--- src/rtl/alu_cmd_issuer_pkg.sv ---
`default_nettype none
// ============================================================================
// alu_pkg: opcodes, issuer state encoding and opcode helpers
// Rev 1.0
// ============================================================================
package alu_pkg;

  localparam logic [2:0] OP_NEG     = 3'b000;
  localparam logic [2:0] OP_INC     = 3'b001;
  localparam logic [2:0] OP_ADD     = 3'b010;
  localparam logic [2:0] OP_ADDHALF = 3'b011;
  localparam logic [2:0] OP_AND     = 3'b100;
  localparam logic [2:0] OP_OR      = 3'b101;
  localparam logic [2:0] OP_CAT     = 3'b110;
  localparam logic [2:0] OP_NOP     = 3'b111;

  typedef enum logic [1:0] {
    IDLE = 2'd0,
    LO   = 2'd1,
    HI   = 2'd2,
    DONE = 2'd3
  } state_e;

  function automatic logic is_wide_capable(input logic [2:0] op);
    return (op == OP_INC) || (op == OP_ADD) || (op == OP_AND) || (op == OP_OR);
  endfunction

endpackage
`default_nettype wire

--- src/rtl/alu_cmd_issuer_if.sv ---
`default_nettype none
// ============================================================================
// alu_cmd_issuer_if: command, ALU-pin and result bundle of the issuer
// Rev 1.0
// ============================================================================
interface alu_cmd_issuer_if;
  logic        cmd_valid;
  logic        cmd_ready;
  logic [2:0]  cmd_op;
  logic        cmd_wide;
  logic [31:0] cmd_a;
  logic [31:0] cmd_b;
  logic        cmd_inc;

  logic [2:0]  alu_opc;
  logic [15:0] alu_ina;
  logic [15:0] alu_inb;
  logic        alu_inc;
  logic [15:0] alu_w;
  logic        alu_zer;
  logic        alu_neg;

  logic        res_valid;
  logic        res_ready;
  logic [31:0] res_data;
  logic        res_zer;
  logic        res_neg;
  logic        res_carry;

  modport slave (
    input  cmd_valid, cmd_op, cmd_wide, cmd_a, cmd_b, cmd_inc,
    input  alu_w, alu_zer, alu_neg, res_ready,
    output cmd_ready, alu_opc, alu_ina, alu_inb, alu_inc,
    output res_valid, res_data, res_zer, res_neg, res_carry
  );

  modport master (
    output cmd_valid, cmd_op, cmd_wide, cmd_a, cmd_b, cmd_inc,
    output alu_w, alu_zer, alu_neg, res_ready,
    input  cmd_ready, alu_opc, alu_ina, alu_inb, alu_inc,
    input  res_valid, res_data, res_zer, res_neg, res_carry
  );
endinterface
`default_nettype wire

--- src/rtl/alu_cmd_issuer_carry_calc.sv ---
`default_nettype none
// ============================================================================
// alu_carry_calc: carry-out of one ALU pass, derived from its pins and result
// Rev 1.0
// ============================================================================
module alu_carry_calc
  import alu_pkg::*;
(
  input  logic [2:0]  opc_i,
  input  logic [15:0] ina_i,
  input  logic        inc_i,
  input  logic [15:0] w_i,
  output logic        carry_o
);

  always_comb begin
    case (opc_i)
      // A wrapped sum is smaller than an addend, or equal when carry-in was set.
      OP_ADD:  carry_o = (w_i < ina_i) | (inc_i & (w_i == ina_i));
      OP_INC:  carry_o = (ina_i == 16'hFFFF);
      default: carry_o = 1'b0;
    endcase
  end

endmodule
`default_nettype wire

--- src/rtl/alu_cmd_issuer.sv ---
`default_nettype none
// ============================================================================
// alu_cmd_issuer: drives an external 16-bit ALU for one or two passes
// Rev 1.0
// ============================================================================
module alu_cmd_issuer
  import alu_pkg::*;
(
  input  logic            clk,
  input  logic            rst,
  alu_cmd_issuer_if.slave bus
);

  state_e      state_q, state_d;
  logic [2:0]  op_q, op_d;
  logic        wide_q, wide_d;
  logic [31:0] a_q, a_d;
  logic [31:0] b_q, b_d;
  logic        inc_q, inc_d;
  logic        carry_lo_q, carry_lo_d;
  logic [31:0] res_data_q, res_data_d;
  logic        res_zer_q, res_zer_d;
  logic        res_neg_q, res_neg_d;
  logic        res_carry_q, res_carry_d;

  logic [2:0]  drv_opc;
  logic [15:0] drv_ina;
  logic [15:0] drv_inb;
  logic        drv_inc;
  logic        pass_carry;

  always_comb begin
    drv_opc = OP_NOP;
    drv_ina = '0;
    drv_inb = '0;
    drv_inc = 1'b0;
    case (state_q)
      LO: begin
        drv_opc = op_q;
        drv_ina = a_q[15:0];
        drv_inb = b_q[15:0];
        drv_inc = (op_q == OP_ADD) ? inc_q : 1'b0;
      end
      HI: begin
        drv_ina = a_q[31:16];
        // The high half of an increment is an add of zero with the low carry.
        case (op_q)
          OP_ADD: begin
            drv_opc = OP_ADD;
            drv_inb = b_q[31:16];
            drv_inc = carry_lo_q;
          end
          OP_INC: begin
            drv_opc = OP_ADD;
            drv_inc = carry_lo_q;
          end
          default: begin
            drv_opc = op_q;
            drv_inb = b_q[31:16];
          end
        endcase
      end
      default: ;
    endcase
  end

  alu_carry_calc u_carry (
    .opc_i   (drv_opc),
    .ina_i   (drv_ina),
    .inc_i   (drv_inc),
    .w_i     (bus.alu_w),
    .carry_o (pass_carry)
  );

  always_comb begin
    state_d     = state_q;
    op_d        = op_q;
    wide_d      = wide_q;
    a_d         = a_q;
    b_d         = b_q;
    inc_d       = inc_q;
    carry_lo_d  = carry_lo_q;
    res_data_d  = res_data_q;
    res_zer_d   = res_zer_q;
    res_neg_d   = res_neg_q;
    res_carry_d = res_carry_q;
    case (state_q)
      IDLE: begin
        if (bus.cmd_valid) begin
          state_d = LO;
          op_d    = bus.cmd_op;
          wide_d  = bus.cmd_wide & is_wide_capable(bus.cmd_op);
          a_d     = bus.cmd_a;
          b_d     = bus.cmd_b;
          inc_d   = bus.cmd_inc;
        end
      end
      LO: begin
        res_data_d  = {16'h0000, bus.alu_w};
        res_zer_d   = bus.alu_zer;
        res_neg_d   = bus.alu_neg;
        res_carry_d = pass_carry;
        carry_lo_d  = pass_carry;
        state_d     = wide_q ? HI : DONE;
      end
      HI: begin
        res_data_d  = {bus.alu_w, res_data_q[15:0]};
        res_zer_d   = res_zer_q & bus.alu_zer;
        res_neg_d   = bus.alu_neg;
        res_carry_d = pass_carry;
        state_d     = DONE;
      end
      DONE: begin
        if (bus.res_ready) state_d = IDLE;
      end
      default: state_d = IDLE;
    endcase
  end

  always_ff @(posedge clk) begin
    if (rst) begin
      state_q     <= IDLE;
      op_q        <= '0;
      wide_q      <= 1'b0;
      a_q         <= '0;
      b_q         <= '0;
      inc_q       <= 1'b0;
      carry_lo_q  <= 1'b0;
      res_data_q  <= '0;
      res_zer_q   <= 1'b0;
      res_neg_q   <= 1'b0;
      res_carry_q <= 1'b0;
    end else begin
      state_q     <= state_d;
      op_q        <= op_d;
      wide_q      <= wide_d;
      a_q         <= a_d;
      b_q         <= b_d;
      inc_q       <= inc_d;
      carry_lo_q  <= carry_lo_d;
      res_data_q  <= res_data_d;
      res_zer_q   <= res_zer_d;
      res_neg_q   <= res_neg_d;
      res_carry_q <= res_carry_d;
    end
  end

  assign bus.cmd_ready = (state_q == IDLE);
  assign bus.res_valid = (state_q == DONE);
  assign bus.res_data  = res_data_q;
  assign bus.res_zer   = res_zer_q;
  assign bus.res_neg   = res_neg_q;
  assign bus.res_carry = res_carry_q;
  assign bus.alu_opc   = drv_opc;
  assign bus.alu_ina   = drv_ina;
  assign bus.alu_inb   = drv_inb;
  assign bus.alu_inc   = drv_inc;

endmodule
`default_nettype wire
--- src/flat_wrapper.sv ---
// flat-port wrapper written by rule: the top's interface ports become plain ports
module alu_cmd_issuer_flat import alu_pkg::*;
  (clk, rst, bus_cmd_valid, bus_cmd_op, bus_cmd_wide, bus_cmd_a, bus_cmd_b, bus_cmd_inc, bus_alu_w, bus_alu_zer, bus_alu_neg, bus_res_ready, bus_cmd_ready, bus_alu_opc, bus_alu_ina, bus_alu_inb, bus_alu_inc, bus_res_valid, bus_res_data, bus_res_zer, bus_res_neg, bus_res_carry);
  alu_cmd_issuer_if bus_i ();
  input  logic clk;
  input  logic rst;
  input wire logic [$bits(bus_i.cmd_valid)-1:0] bus_cmd_valid;
  input wire logic [$bits(bus_i.cmd_op)-1:0] bus_cmd_op;
  input wire logic [$bits(bus_i.cmd_wide)-1:0] bus_cmd_wide;
  input wire logic [$bits(bus_i.cmd_a)-1:0] bus_cmd_a;
  input wire logic [$bits(bus_i.cmd_b)-1:0] bus_cmd_b;
  input wire logic [$bits(bus_i.cmd_inc)-1:0] bus_cmd_inc;
  input wire logic [$bits(bus_i.alu_w)-1:0] bus_alu_w;
  input wire logic [$bits(bus_i.alu_zer)-1:0] bus_alu_zer;
  input wire logic [$bits(bus_i.alu_neg)-1:0] bus_alu_neg;
  input wire logic [$bits(bus_i.res_ready)-1:0] bus_res_ready;
  output wire logic [$bits(bus_i.cmd_ready)-1:0] bus_cmd_ready;
  output wire logic [$bits(bus_i.alu_opc)-1:0] bus_alu_opc;
  output wire logic [$bits(bus_i.alu_ina)-1:0] bus_alu_ina;
  output wire logic [$bits(bus_i.alu_inb)-1:0] bus_alu_inb;
  output wire logic [$bits(bus_i.alu_inc)-1:0] bus_alu_inc;
  output wire logic [$bits(bus_i.res_valid)-1:0] bus_res_valid;
  output wire logic [$bits(bus_i.res_data)-1:0] bus_res_data;
  output wire logic [$bits(bus_i.res_zer)-1:0] bus_res_zer;
  output wire logic [$bits(bus_i.res_neg)-1:0] bus_res_neg;
  output wire logic [$bits(bus_i.res_carry)-1:0] bus_res_carry;
  assign bus_i.cmd_valid = bus_cmd_valid;
  assign bus_i.cmd_op = bus_cmd_op;
  assign bus_i.cmd_wide = bus_cmd_wide;
  assign bus_i.cmd_a = bus_cmd_a;
  assign bus_i.cmd_b = bus_cmd_b;
  assign bus_i.cmd_inc = bus_cmd_inc;
  assign bus_i.alu_w = bus_alu_w;
  assign bus_i.alu_zer = bus_alu_zer;
  assign bus_i.alu_neg = bus_alu_neg;
  assign bus_i.res_ready = bus_res_ready;
  assign bus_cmd_ready = bus_i.cmd_ready;
  assign bus_alu_opc = bus_i.alu_opc;
  assign bus_alu_ina = bus_i.alu_ina;
  assign bus_alu_inb = bus_i.alu_inb;
  assign bus_alu_inc = bus_i.alu_inc;
  assign bus_res_valid = bus_i.res_valid;
  assign bus_res_data = bus_i.res_data;
  assign bus_res_zer = bus_i.res_zer;
  assign bus_res_neg = bus_i.res_neg;
  assign bus_res_carry = bus_i.res_carry;
  alu_cmd_issuer u_core (.clk(clk), .rst(rst), .bus(bus_i));
endmodule
--- config.mk ---
export PLATFORM = sky130hd
export DESIGN_NAME = alu_cmd_issuer_flat
export DESIGN_NICKNAME = d
export VERILOG_FILES = /design/src/rtl/alu_cmd_issuer_pkg.sv /design/src/rtl/alu_cmd_issuer_if.sv /design/src/rtl/alu_cmd_issuer_carry_calc.sv /design/src/rtl/alu_cmd_issuer.sv /design/src/flat_wrapper.sv
export SDC_FILE = /design/constraint.sdc
export NUM_CORES = 1
export LEC_CHECK = 0
export ABC_AREA = 1
export BUFFER_PORTS_ARGS = -buffer_cell sky130_fd_sc_hd__buf_2
export CORE_MARGIN = 2
export CORE_UTILIZATION = 35
export DETAILED_ROUTE_END_ITERATION = 8
export GPL_TIMING_DRIVEN = 0
export REMOVE_ABC_BUFFERS = 1
export SYNTH_ARGS = -nofsm -noshare
export SYNTH_HDL_FRONTEND = slang
export SYNTH_SLANG_ARGS = --single-unit
export TNS_END_PERCENT = 50
--- constraint.sdc ---
create_clock -name clk -period 3.2 [get_ports clk]
set_input_delay 0 -clock clk [delete_from_list [all_inputs] [get_ports clk]]
set_output_delay 0 -clock clk [all_outputs]
set_load 0.005 [all_outputs]
Word level (Yosys, flattened, before mapping)
Cells that the tools add are included.
W data, S select, Z words.
{"block": "classes", "div_mod_pow": 0, "order_cmp": 1, "shift": 0, "bitwise": 5, "addsub": 0, "mux": 15, "n_eq_ne": 15, "multipliers": 0, "n_reduce_logical": 10}
{"operator": "$pmux W16 S2", "count": 2}
{"operator": "$pmux W32 S2", "count": 1}
{"operator": "$eq A16 B16 Y1", "count": 1}
{"operator": "$eq A16 B16 Y1 const B", "count": 1}
{"operator": "$lt A16 B16 Y1", "count": 1}
{"operator": "$mux W16", "count": 1}
{"operator": "$eq A3 B1 Y1 const B", "count": 3}
{"operator": "$eq A3 B2 Y1 const B", "count": 3}
{"operator": "$pmux W2 S4", "count": 1}
{"operator": "$eq A3 B3 Y1 const B", "count": 2}
{"operator": "$pmux W1 S2", "count": 3}
{"operator": "$pmux W3 S2", "count": 1}
{"operator": "$reduce_and A2 Y1", "count": 3}
{"operator": "$eq A2 B2 Y1 const B", "count": 2}
{"operator": "$mux W2", "count": 2}
{"operator": "$ne A2 B2 Y1 const B", "count": 2}
{"operator": "$reduce_or A2 Y1", "count": 2}
{"operator": "$and A1 B1 Y1", "count": 3}
{"operator": "$logic_or A1 B1 Y1", "count": 3}
{"operator": "$mux W1", "count": 3}
{"operator": "$mux W3", "count": 1}
{"operator": "$eq A2 B1 Y1 const B", "count": 1}
{"operator": "$logic_not A2 Y1", "count": 1}
{"operator": "$reduce_bool A2 Y1", "count": 1}
{"operator": "other kinds (2)", "count": 2}
{"block": "word_totals", "latch_bits": 0, "input_bits": 91, "ram_bits": 0, "ff_bits": 107, "mem_count": 0, "mem_bits_ro": 0, "output_inout_bits": 73, "wordCells": 58}

Logic depth before layout (Yosys ltp)
Gate-level depths: netlist of the first run.
{"block": "depth", "depth_word": 7, "depth_mapped": 22}

Hierarchy
From an unflattened synthesis of the first run, not the netlist that was laid out.
{"block": "hier_totals", "hier_cells": 697, "hier_area_um2": 4939.7}
{"module": "alu_cmd_issuer", "area_each_um2": 4451.8, "cells_per_inst": 613, "instances": 1}
{"module": "alu_carry_calc", "area_each_um2": 488.0, "cells_per_inst": 84, "instances": 1}

Worst setup path before layout of the first run
No wires, ideal clock.
{"block": "synth_path", "path_type": "register -> register", "from": "reg u_core.state_q[0]", "to": "reg u_core.carry_lo_q", "synth_period_minus_slack_ps": 2503, "path_slack_ps": 697, "t_arrival_ps": 2394, "n_path_buf": 3, "required_ps": 3091, "setup_time_ps": 109, "path_stages_with_launch": 23, "path_cell_list": "dfxtp_1 inv_1 ha_1 buf_2 inv_2 buf_2 buf_1 o22ai_1 ha_1 inv_1 nand2_1 nand2_1 nand2_1 nand2_1 nand2_1 nand2_1 nand2_1 nand2_1 nand2_1 nand2_1 nand3_1 nand2_1 inv_1"}
{"block": "synth_between", "elab_chain_cells": 6, "elab_cells_between_ends": 13, "classes_between": "order compare: 1; eq/ne: 6; mux: 4; bitwise: 2"}
{"item": "from (decl)", "line": "alu_cmd_issuer.sv:14", "source": "state_e state_q, state_d;"}
{"item": "from (signal assigned)", "line": "alu_cmd_issuer.sv:134", "source": "state_q <= state_d;"}
{"item": "$eq A2 B2 Y1 or $eq A2 B1 Y1 (tied branches)", "line": "alu_cmd_issuer.sv:37", "source": "case (state_q)"}
{"item": "$pmux W16 S2 *", "line": "alu_cmd_issuer.sv:37"}
{"item": "net bus_alu_ina[0]", "line": "flat_wrapper.sv:19", "source": "output wire logic [$bits(bus_i.alu_ina)-1:0] bus_alu_ina;"}
{"item": "parallel branches: the longest is 3 deep, another holds $lt A16 B16 Y1"}
{"item": "$pmux W1 S2 *", "line": "alu_cmd_issuer_carry_calc.sv:17", "source": "case (opc_i)"}
{"item": "to (signal assigned)", "line": "alu_cmd_issuer.sv:140", "source": "carry_lo_q <= carry_lo_d;"}
{"item": "to (decl)", "line": "alu_cmd_issuer.sv:20", "source": "logic carry_lo_q, carry_lo_d;"}
Mark *: on every way through the listed nets, which the timed path passes.
A chain may end at the register's enable or synchronous reset.

Final worst setup path of the first run
{"block": "layout_path", "from": "reg u_core.state_q[0]", "to": "reg u_core.carry_lo_q"}
{"block": "layout_between", "elab_chain_cells": 6, "elab_cells_between_ends": 13, "classes_between": "order compare: 1; eq/ne: 6; mux: 4; bitwise: 2"}
{"item": "parallel branches: the longest is 6 deep, another holds $lt A16 B16 Y1"}
Parallel ways; which one is timed is not known.

==> results.toml, run 1 <==
[setup_path]
critPathRequiredTime_ns = 3.45
slowest_stage = "dfxtp_1"
path_depth = 18
reg2reg_depth = 18
crit_fanout = 18
crit_type = "register to register"
start_kind = "register"
crit_path_cell_trace = "inv_1 -> ha_4 -> nand2_1 -> inv_4 -> nand2_1 -> o21a_1 -> ha_1 -> nand2_1 -> nor2_1 -> nand4_1 -> inv_1 -> nand2_1 -> nand2_1 -> nand2_1 -> nand2_1 -> nand3_1 -> nand2_1 -> inv_1"
endpoint_kind = "register"
worstPathArrival_ns = 3.08
slowest_delay_ns = 0.47
cpLargestDelayFamily = "simple AND/OR/NAND/NOR gates"
crit_top_cell = "nand2_1"
cp.buffers_inverters = 4

[cells_and_area]
final_common_cell = "buf_2"
antennaDiodeCount = 0
layout_common_cells = "buf_2, nor2_1, dfxtp_1, nand2_1, dlygate4sd3_1"
area_delta_synth_final_pct = 41.4
drive_above_1_share_pct = 22.3
nFillCells = 1399
nets = 1037

[sta]
finalClockSkew_ns = 0.00578
max-slew-margin-rel_pct = 29.2
min_period_ns = 2.84
drv_slew = 0
rsz0062_at_grt = "false"
holdWs_ns = 0.0260
finalSetupViolations = 0
fmaxAchievable_mhz = 353
tightest_slew_ns = 1.06
period_share_pct = 88.6
setup_tns_ns = 0
finalHoldViolCount = 0

[yosys]
synth_seq_area_share_pct = 42.9
syn_avg_cell_area_sq_um = 7.05
yosysWarningCount = 0
ys_ff_latch = 107
syn-cell-area_sq_um = 5000
synthesis.instances = 709
ys_types = 25

[clock_tree]
cts_root_buf = "clkbuf_16"
clk_latency_ns = 0.35
cts_sinks = 107
cts.clk_slew.worst_paths_ns = 0.07
cts_tree = "yes"
cts_buffer_depth = 2
h-tree-depth = 3
cts_made_buffers = 9

[min_path]
min_delay_path_depth = 3
hp-class = "input pin to register"

[pwr]
p_leak_nw = 3.23
p_clk_share_pct = 22.8
p_sw_mw = 1.96
seqPwrFrac_pct = 36.4
swShare_pct = 39.5
internal-power_mw = 3.01
power_density_nw_per_um2 = 703
combPwrFrac_pct = 40.8
peakVddDrop_v = 0.000328

[run_status]
status = "finished, final reports clean"

[floorplanning]
die_h_um = 123
fp.dieArea_sq_um = 15200
ios = 164
std_cell_rows = 43
start_util_pct = 35.9
core-area_sq_um = 13900
dieWidth_um = 123

[detailed_routing]
drcViolationCount = 0
wirelength_mm = 14.8
ant_nets = 0
drtPass1Iterations = 4
via_per_inst = 4.71
dr.first_iter.drc_count = 276
vias = 5232
wl_per_cell_um = 13.4

[grt]
gr-total-overflow = 0
grt_pass1_wl_mm = 23.0
antenna_found_initial = 0
grt_max_degree = 89
grt_pass1_vias = 4800
grtUsageTotal_pct = 19.2

[place]
gpl.final_weighted_congestion = 0.789
io_buffers = 163
hpwlAfterDp_mm = 9.09

[run]
maxCapViolCount = 0
power by group through the flow:
stage / registers [mW] / logic [mW] / clock network, mW
2_1_floorplan: 1.82 / 1.17 / 0
3_3_place_gp: 1.83 / 1.84 / 0
3_5_place_dp: 1.83 / 1.85 / 0
4_1_cts: 1.81 / 1.99 / 1.16
5_1_grt: 1.85 / 2.30 / 1.22
6_report: 1.81 / 2.03 / 1.13
what timing repair did:
| item | in CTS | in global routing |
|---|---|---|
| pin swaps | 0 | 1 |
| resized for setup | 5 | 5 |
| hold endpoints to repair | 102 | 0 |
| hold buffers | 87 | 0 |
| endpoints found under the setup margin | 2 | 2 |
| buffers inserted | 0 | 1 |
per-stage QoR:
| step | util (%) | std cells | setup slack [ns] | power [mW] | instance area [sq um] |
|---|---|---|---|---|---|
| final | 50.7 | 1110 | 0.363 | 4.97 | 7070 |
| after global placement | 41.9 | 1006 | -1.27 | 3.67 | 5840 |
| after floorplan | - | 663 | 0.132 | 2.99 | 4800 |
| after detailed placement | 42.0 | 1006 | -0.523 | 3.68 | 5850 |
| after CTS | 50.5 | 1109 | 0.196 | 4.95 | 7040 |
| after global routing | 50.7 | 1110 | 0.0242 | 5.37 | 7070 |
logic make-up (layout without fill, tap and decap cells):
| kind of cell | after synthesis | in the layout | share of synthesized area (%) |
|---|---|---|---|
| adders and majority gates | 21 | 21 | 5.26 |
| AOI/OAI and AO/OA | 173 | 173 | 18.8 |
| DFF | 107 | 107 | 42.9 |
| and+or+nand+nor | 290 | 290 | 23.6 |
| buffers and inverters | 118 | 339 | 9.41 |
synthesized netlist by cell type:
cell type	count	share of area, %
a21o_1	1	0.15
a21oi_1	62	6.2
a32oi_1	16	2.8
buf_1	8	0.60
buf_2	10	1.0
buf_4	2	0.30
buf_6	1	0.23
clkbuf_1	25	1.9
dfxtp_1	107	43
ha_1	21	5.3
inv_1	65	4.9
inv_2	7	0.53
nand2_1	99	7.4
nand3_1	28	2.8
nand3_2	1	0.20
nand4_1	3	0.38
nor2_1	141	11
nor3_1	1	0.10
o21a_1	2	0.30
o21ai_0	45	4.5
o21ai_1	43	4.3
o21ai_2	1	0.18
o22ai_1	3	0.38
or2_2	16	2.0
or3_1	1	0.13
layer usage:
metal	track usage (%)	routed length, um	vias to the layer above
met5	0	0	-
met4	6.25	210	0
met3	3.78	826	16
met2	31.4	6720	155
met1	25.4	7080	2332
li1	-	-	2729
path summary, 6_finish.rpt:
kind	from	end	slack, ns
hold reg to reg	u_core.a_q[29]$_SDFFE_PP0P_	u_core.a_q[29]$_SDFFE_PP0P_	0.45
setup / recovery	u_core.state_q[0]$_SDFFE_PP0P_	u_core.carry_lo_q$_SDFFE_PP0N_	0.36
hold / removal	bus_res_ready	u_core.state_q[1]$_SDFFE_PP0P_	0.03
setup reg to reg	u_core.state_q[0]$_SDFFE_PP0P_	u_core.carry_lo_q$_SDFFE_PP0N_	0.36
sequential cells by signal, indices dropped and copies added, names as in the netlist:
register	flops
u_core.wide_q	1
u_core.a_q	32
u_core.op_q	3
u_core.bus.res_data	32
u_core.bus.res_neg	1
u_core.inc_q	1
u_core.bus.res_carry	1
u_core.bus.res_zer	1
u_core.b_q	32
u_core.state_q	2
u_core.carry_lo_q	1
tightest hold or removal path: stages:
cell	delay [ns]
buf_2	0.08
o22ai_1	0.10
a21oi_1	0.16
cell type report:
| type | count | area (sq um) | share of cell area (%) |
|---|---|---|---|
| tap | 180 | 225 | 3.19 |
| timing repair buffer | 251 | 1700 | 24.0 |
| clock inverter | 4 | 48.8 | 0.690 |
| multi-input combinational | 484 | 2430 | 34.4 |
| sequential | 107 | 2140 | 30.3 |
| clock buffer | 12 | 246 | 3.49 |
| inverter | 72 | 278 | 3.93 |
No activity file was read; power rests on OpenSTA's default activity.
==> run 2, diff against run 1 <==
--- a/config.mk
+++ b/config.mk
@@ -11,6 +11,7 @@
 export CORE_UTILIZATION = 35
 export DETAILED_ROUTE_END_ITERATION = 8
 export GPL_TIMING_DRIVEN = 0
+export RECOVER_POWER = 50
 export REMOVE_ABC_BUFFERS = 1
 export SYNTH_ARGS = -nofsm -noshare
 export SYNTH_HDL_FRONTEND = slang
==> run 2 against run 1 <==
Effect of this change:
- setup slack got worse by 0.010 ns
- sequential cell count did not move
- via count down 1.0%
- design area shrank 0.50%
- sequential share of layout area is 0.15 points higher
- critical endpoint is now u_core.bus.res_carry$_SDFFE_PP0P_
- largest cell class unchanged
- largest power group unchanged
- highest routed layer unchanged
==> results.toml, run 2 (same netlist as run 1, synthesis figures left out) <==
[run_status]
status = "finished, final reports clean"

[floorplanning]
std_cell_rows = 43
start_util_pct = 35.9
ios = 164
core-area_sq_um = 13900
fp.dieArea_sq_um = 15200
die_h_um = 123
dieWidth_um = 123

[clock_tree]
cts_tree = "yes"
h-tree-depth = 3
cts_sinks = 107
cts_made_buffers = 9
clk_latency_ns = 0.35
cts_buffer_depth = 2
cts_root_buf = "clkbuf_16"
cts.clk_slew.worst_paths_ns = 0.07

[detailed_routing]
drtPass1Iterations = 4
ant_nets = 0
dr.first_iter.drc_count = 246
wirelength_mm = 14.9
wl_per_cell_um = 13.4
drcViolationCount = 0
vias = 5179
via_per_inst = 4.67

[setup_path]
critPathRequiredTime_ns = 3.49
r2r-start = "u_core.state_q[0]$_SDFFE_PP0P_"
crit_type = "register to register"
startpoint = "u_core.state_q[0]$_SDFFE_PP0P_"
start_kind = "register"
worstPathArrival_ns = 3.14
crit_fanout = 18
endpoint_kind = "register"

[grt]
grtUsageTotal_pct = 19.2
grt_pass1_wl_mm = 23.0
grt_max_degree = 89
grt_pass1_vias = 4800
antenna_found_initial = 0
gr-total-overflow = 0

[cells_and_area]
nFillCells = 1415
nets = 1037
final_cell_count_no_fill = 1110
fin_area_sq_um = 7030
drive_above_1_share_pct = 19.2
antennaDiodeCount = 0
layout_common_cells = "nor2_1, buf_2, dfxtp_1, nand2_1, dlygate4sd3_1"
final_util_pct = 50.5
seq_area_sq_um = 2140
final_common_cell = "nor2_1"
area_delta_synth_final_pct = 40.7
multi_input_comb_area_sq_um = 2430

[pwr]
p_leak_nw = 3.11
peakVddDrop_v = 0.000331
power_density_nw_per_um2 = 705

[sta]
max-slew-margin-rel_pct = 31.5
fmaxAchievable_mhz = 351
finalHoldViolCount = 0
finalClockSkew_ns = 0.00680
tightest_slew_ns = 1.03
rsz0062_at_grt = "false"
finalSetupViolations = 0
setup_tns_ns = 0
period_share_pct = 89.0
min_period_ns = 2.85
drv_slew = 0

[place]
io_buffers = 163
placed_cell_area_sq_um = 5850
dp_cells = 1006
gpl.final_weighted_congestion = 0.789
hpwlAfterDp_mm = 9.09

[run]
maxCapViolCount = 0

[min_path]
hp-class = "input pin to register"
hold_start = "bus_res_ready"
[run 2: area by class of cell]
cell class / count / share of cell area (%)
clock inverter: 4 / 0.694
sequential: 107 / 30.5
inverter: 72 / 3.95
clock buffer: 12 / 3.50
multi-input combinational: 484 / 34.5
timing repair buffer: 251 / 23.6
tap: 180 / 3.20
[run 2: per-layer routing]
| layer | global-route usage, % | vias up | routed length (um) |
|---|---|---|---|
| li1 | - | 2724 | - |
| met5 | 0 | - | 0 |
| met1 | 25.4 | 2293 | 7080 |
| met3 | 3.78 | 16 | 808 |
| met2 | 31.4 | 146 | 6790 |
| met4 | 6.25 | 0 | 208 |
[run 2: worst paths after layout]
| kind | slack [ns] | to | cells after the start |
|---|---|---|---|
| worst max-delay path | 0.35 | u_core.bus.res_carry$_SDFFE_PP0P_ | 17 |
| worst min-delay path | 0.02 | u_core.state_q[1]$_SDFFE_PP0P_ | 3 |
| worst max register to register | 0.35 | u_core.bus.res_carry$_SDFFE_PP0P_ | 17 |
| worst min register to register | 0.45 | u_core.a_q[23]$_SDFFE_PP0P_ | 2 |
[run 2: stage by stage]
step,power (mW),setup slack (ns),hold slack (ns)
floorplan,2.99,0.132,0.0691
global placement,3.67,-1.27,0.227
detailed placement,3.68,-0.523,0.232
CTS,4.95,0.196,0.00626
global route,5.35,0.0245,0.0639
finish,4.96,0.353,0.0196
[run 2: power breakdown]
group	leakage [nW]	internal (mW)	total (mW)	switching, mW
combinational	2.08	0.705	2.01	1.30
sequential	0.880	1.66	1.81	0.155
clock	0.147	0.630	1.14	0.506
[run 2: timing repair]
item,4_1_cts,5_1_grt
endpoints found under the setup margin,2,2
hold buffers,87,0
gates resized for setup,5,5
buffers inserted,0,1
hold endpoints to repair,102,0
pin swaps,0,1
[run 2: worst max-delay path, stage by stage, from the launching register on]
cell and delay (ns):
dfxtp_1 0.47, inv_1 0.18, ha_4 0.43, nand2_1 0.14, inv_4 0.22, nand2_1 0.08, o21a_1 0.16, ha_1 0.31
nand2_1 0.07, nor2_1 0.09, nand4_1 0.10, nor2_1 0.12, nand3_1 0.07, nand2_1 0.07, nand2_1 0.06, nand3_1 0.07
nand2_1 0.05, inv_1 0.07
==> run 3, diff against run 2 <==
--- a/config.mk
+++ b/config.mk
@@ -5,12 +5,14 @@
 export SDC_FILE = /design/constraint.sdc
 export NUM_CORES = 1
 export LEC_CHECK = 0
-export ABC_AREA = 1
+export ABC_AREA = 0
 export BUFFER_PORTS_ARGS = -buffer_cell sky130_fd_sc_hd__buf_2
 export CORE_MARGIN = 2
 export CORE_UTILIZATION = 35
+export CTS_CLUSTER_SIZE = 25
 export DETAILED_ROUTE_END_ITERATION = 8
 export GPL_TIMING_DRIVEN = 0
+export MAX_ROUTING_LAYER = met4
 export RECOVER_POWER = 50
 export REMOVE_ABC_BUFFERS = 1
 export SYNTH_ARGS = -nofsm -noshare
==> run 3 against run 2 <==
Effect of this change:
- setup slack worse by 0.021 ns
- sequential cell count is the same
- core utilization grew 1.4 points
- via count is 3.6% lower
- combinational power down 7%
- fmax is 0.74% lower
- register-to-register slack hardly changed
- clock skew barely moved
- largest power group unchanged
- critical endpoint is now bus_alu_inb[6]
==> results.toml, run 3 <==
[sta]
drv_slew = 0
finalClockSkew_ns = 0.00687
finalSetupViolations = 0
fmaxAchievable_mhz = 349
setup_tns_ns = 0
min_period_ns = 2.87
tightest_slew_ns = 1.20
period_share_pct = 89.6
finalHoldViolCount = 0
max-slew-margin-rel_pct = 20.0
rsz0062_at_grt = "false"

[grt]
grt_pass1_vias = 5074
antenna_found_initial = 0
gr-total-overflow = 0
grtUsageTotal_pct = 21.5
grt_max_degree = 67
grt_pass1_wl_mm = 24.5

[setup_path]
slowest_stage = "ha_4"
cpLargestDelayFamily = "buffers and inverters"
start_kind = "register"
crit_fanout = 34
crit_type = "register to primary output"
endpoint_kind = "primary output"
slowest_delay_ns = 0.54
crit_path_cell_trace = "inv_1 -> ha_4 -> clkinvlp_4 -> nor3_2 -> buf_6 -> a22o_1 -> buf_2"
cp.buffers_inverters = 4
critPathRequiredTime_ns = 3.20
worstPathArrival_ns = 2.87
r2r_setup_slack_ns = 0.34

[yosys]
yosysWarningCount = 0
synth_top_area_share_pct = 44.8
yosysMostFrequentCell = "nand2_1"
synthTopCellsByCount = "nand2_1, dfxtp_1, a21oi_1"
ys_async_sr_fraction_pct = 0
synth_top_area_cell = "dfxtp_1"
synth_edf_count = 0
ys_ff_latch = 107
ys.flop_type = "dfxtp_1"
syn-cell-area_sq_um = 4790
ys_types = 39
synth_seq_area_share_pct = 44.8
synthTopCellsByArea = "dfxtp_1, nand2_1, a21oi_1"
synthesis.instances = 612
syn_avg_cell_area_sq_um = 7.82

[clock_tree]
cts_tree = "yes"
cts_sinks = 107
h-tree-depth = 3
cts.clk_slew.worst_paths_ns = 0.07
post-cts-setup-buffers = 0
cts_buffer_depth = 2
clk_latency_ns = 0.35
cts_made_buffers = 9
cts_root_buf = "clkbuf_16"

[floorplanning]
ios = 164
core-area_sq_um = 13300
start_util_pct = 36.0
std_cell_rows = 42
fp.dieArea_sq_um = 14600
die_h_um = 121
dieWidth_um = 121

[detailed_routing]
ant_nets = 0
vias = 4993
drcViolationCount = 0
dr.first_iter.drc_count = 351
wl_per_cell_um = 14.7
wirelength_mm = 14.9
via_per_inst = 4.91
drtPass1Iterations = 4

[pwr]
peakVddDrop_v = 0.000341
totalPowerFinal_mw = 4.77
p_leak_nw = 3.06
power_density_nw_per_um2 = 692

[cells_and_area]
nets = 947
fin_area_sq_um = 6900
final_cell_count_no_fill = 1016
area_delta_synth_final_pct = 44.2
antennaDiodeCount = 0
final_common_cell = "nand2_1"
layout_common_cells = "nand2_1, buf_2, dfxtp_1, a21oi_1, dlygate4sd3_1"
drive_above_1_share_pct = 20.6
nFillCells = 1293

[run_status]
status = "finished, final reports clean"

[place]
gpl.final_weighted_congestion = 0.809
placed_cell_area_sq_um = 5730
hpwlAfterDp_mm = 9.77
io_buffers = 163
dp_cells = 911

[min_path]
hp-class = "input pin to register"

[run]
maxCapViolCount = 0
-- run 3: cell count changes after synthesis, sizes merged, moves of 17 or more --
cell   change
a21oi     +34
a22o      +31
nand3     -21
nand2     +62
o21ai     -84
nor2     -101
a22oi     +17
inv       -44
-- run 3: logic make-up (layout without fill, tap and decap cells) --
logic type	Yosys count	after routing	share of synthesized area (%)
AO/OA/AOI/OAI	167	167	22.0
flip-flops	107	107	44.8
adder cells (fa/ha/maj)	21	21	5.49
AND/OR/NAND/NOR	241	241	21.0
multiplexers	2	2	0.418
XOR/XNOR	2	2	0.366
buffers and inverters	72	300	6.04
-- run 3: layout make-up --
| type | count | area [sq um] | area share, % |
|---|---|---|---|
| clock buffer | 11 | 233 | 3.37 |
| inverter | 28 | 109 | 1.58 |
| timing repair inverter | 1 | 5.00 | 0.0725 |
| clock inverter | 5 | 77.6 | 1.12 |
| multi-input combinational | 433 | 2380 | 34.5 |
| sequential | 107 | 2140 | 31.0 |
| tap | 176 | 220 | 3.19 |
| timing repair buffer | 255 | 1730 | 25.1 |
-- run 3: final timing paths --
kind | start | to | cells after the start
min | rst | u_core.bus.res_data[25]$_SDFFE_PP0P_ | 2
min reg2reg | u_core.a_q[16]$_SDFFE_PP0P_ | u_core.a_q[16]$_SDFFE_PP0P_ | 2
max | u_core.state_q[0]$_SDFFE_PP0P_ | bus_alu_inb[6] | 7
max reg2reg | u_core.state_q[1]$_SDFFE_PP0P_ | u_core.bus.res_carry$_SDFFE_PP0P_ | 7
-- run 3: per-stage QoR --
stage / hold slack, ns / setup slack, ns / utilization, %
floorplan: 0.0691 / 0.372 / -
global placement: 0.240 / -1.26 / 42.4
detailed placement: 0.245 / -0.365 / 43.1
CTS: 0.0819 / 0.277 / 52.2
global route: 0.107 / 0.118 / 51.9
finish: 0.107 / 0.332 / 51.9
-- run 3: worst reg2reg max path, delay by kind of cell, from the launching register on --
family / cells / cell delay (ns)
buffers and inverters: 1 / 0.14
flip-flops: 1 / 0.35
AND/OR/NAND/NOR: 3 / 1.32
AO/OA/AOI/OAI: 2 / 0.42
adder cells (fa/ha/maj): 1 / 0.57
-- run 3: per-layer routing --
layer / share of wire (%) / up-vias / global-route usage [%]
met4: 1.6 / 0 / 7.49
met3: 6.2 / 26 / 4.18
li1: - / 2507 / -
met1: 46 / 2280 / 26.4
met5: 0 / - / -
met2: 47 / 180 / 35.2
-- run 3: report_power, final --
group	leakage, nW	switching, mW	total, mW	internal [mW]
logic	2.04	1.18	1.86	0.680
clock network	0.150	0.495	1.18	0.684
registers	0.875	0.143	1.74	1.60
total	3.06	1.81	4.77	2.96
-- run 3: repair_timing --
action / 4_1_cts / 5_1_grt
endpoints found under the setup margin: 34 / 0
resized for setup: 5 / 0
endpoints found under the hold margin: 103 / 0
hold buffers: 88 / 0
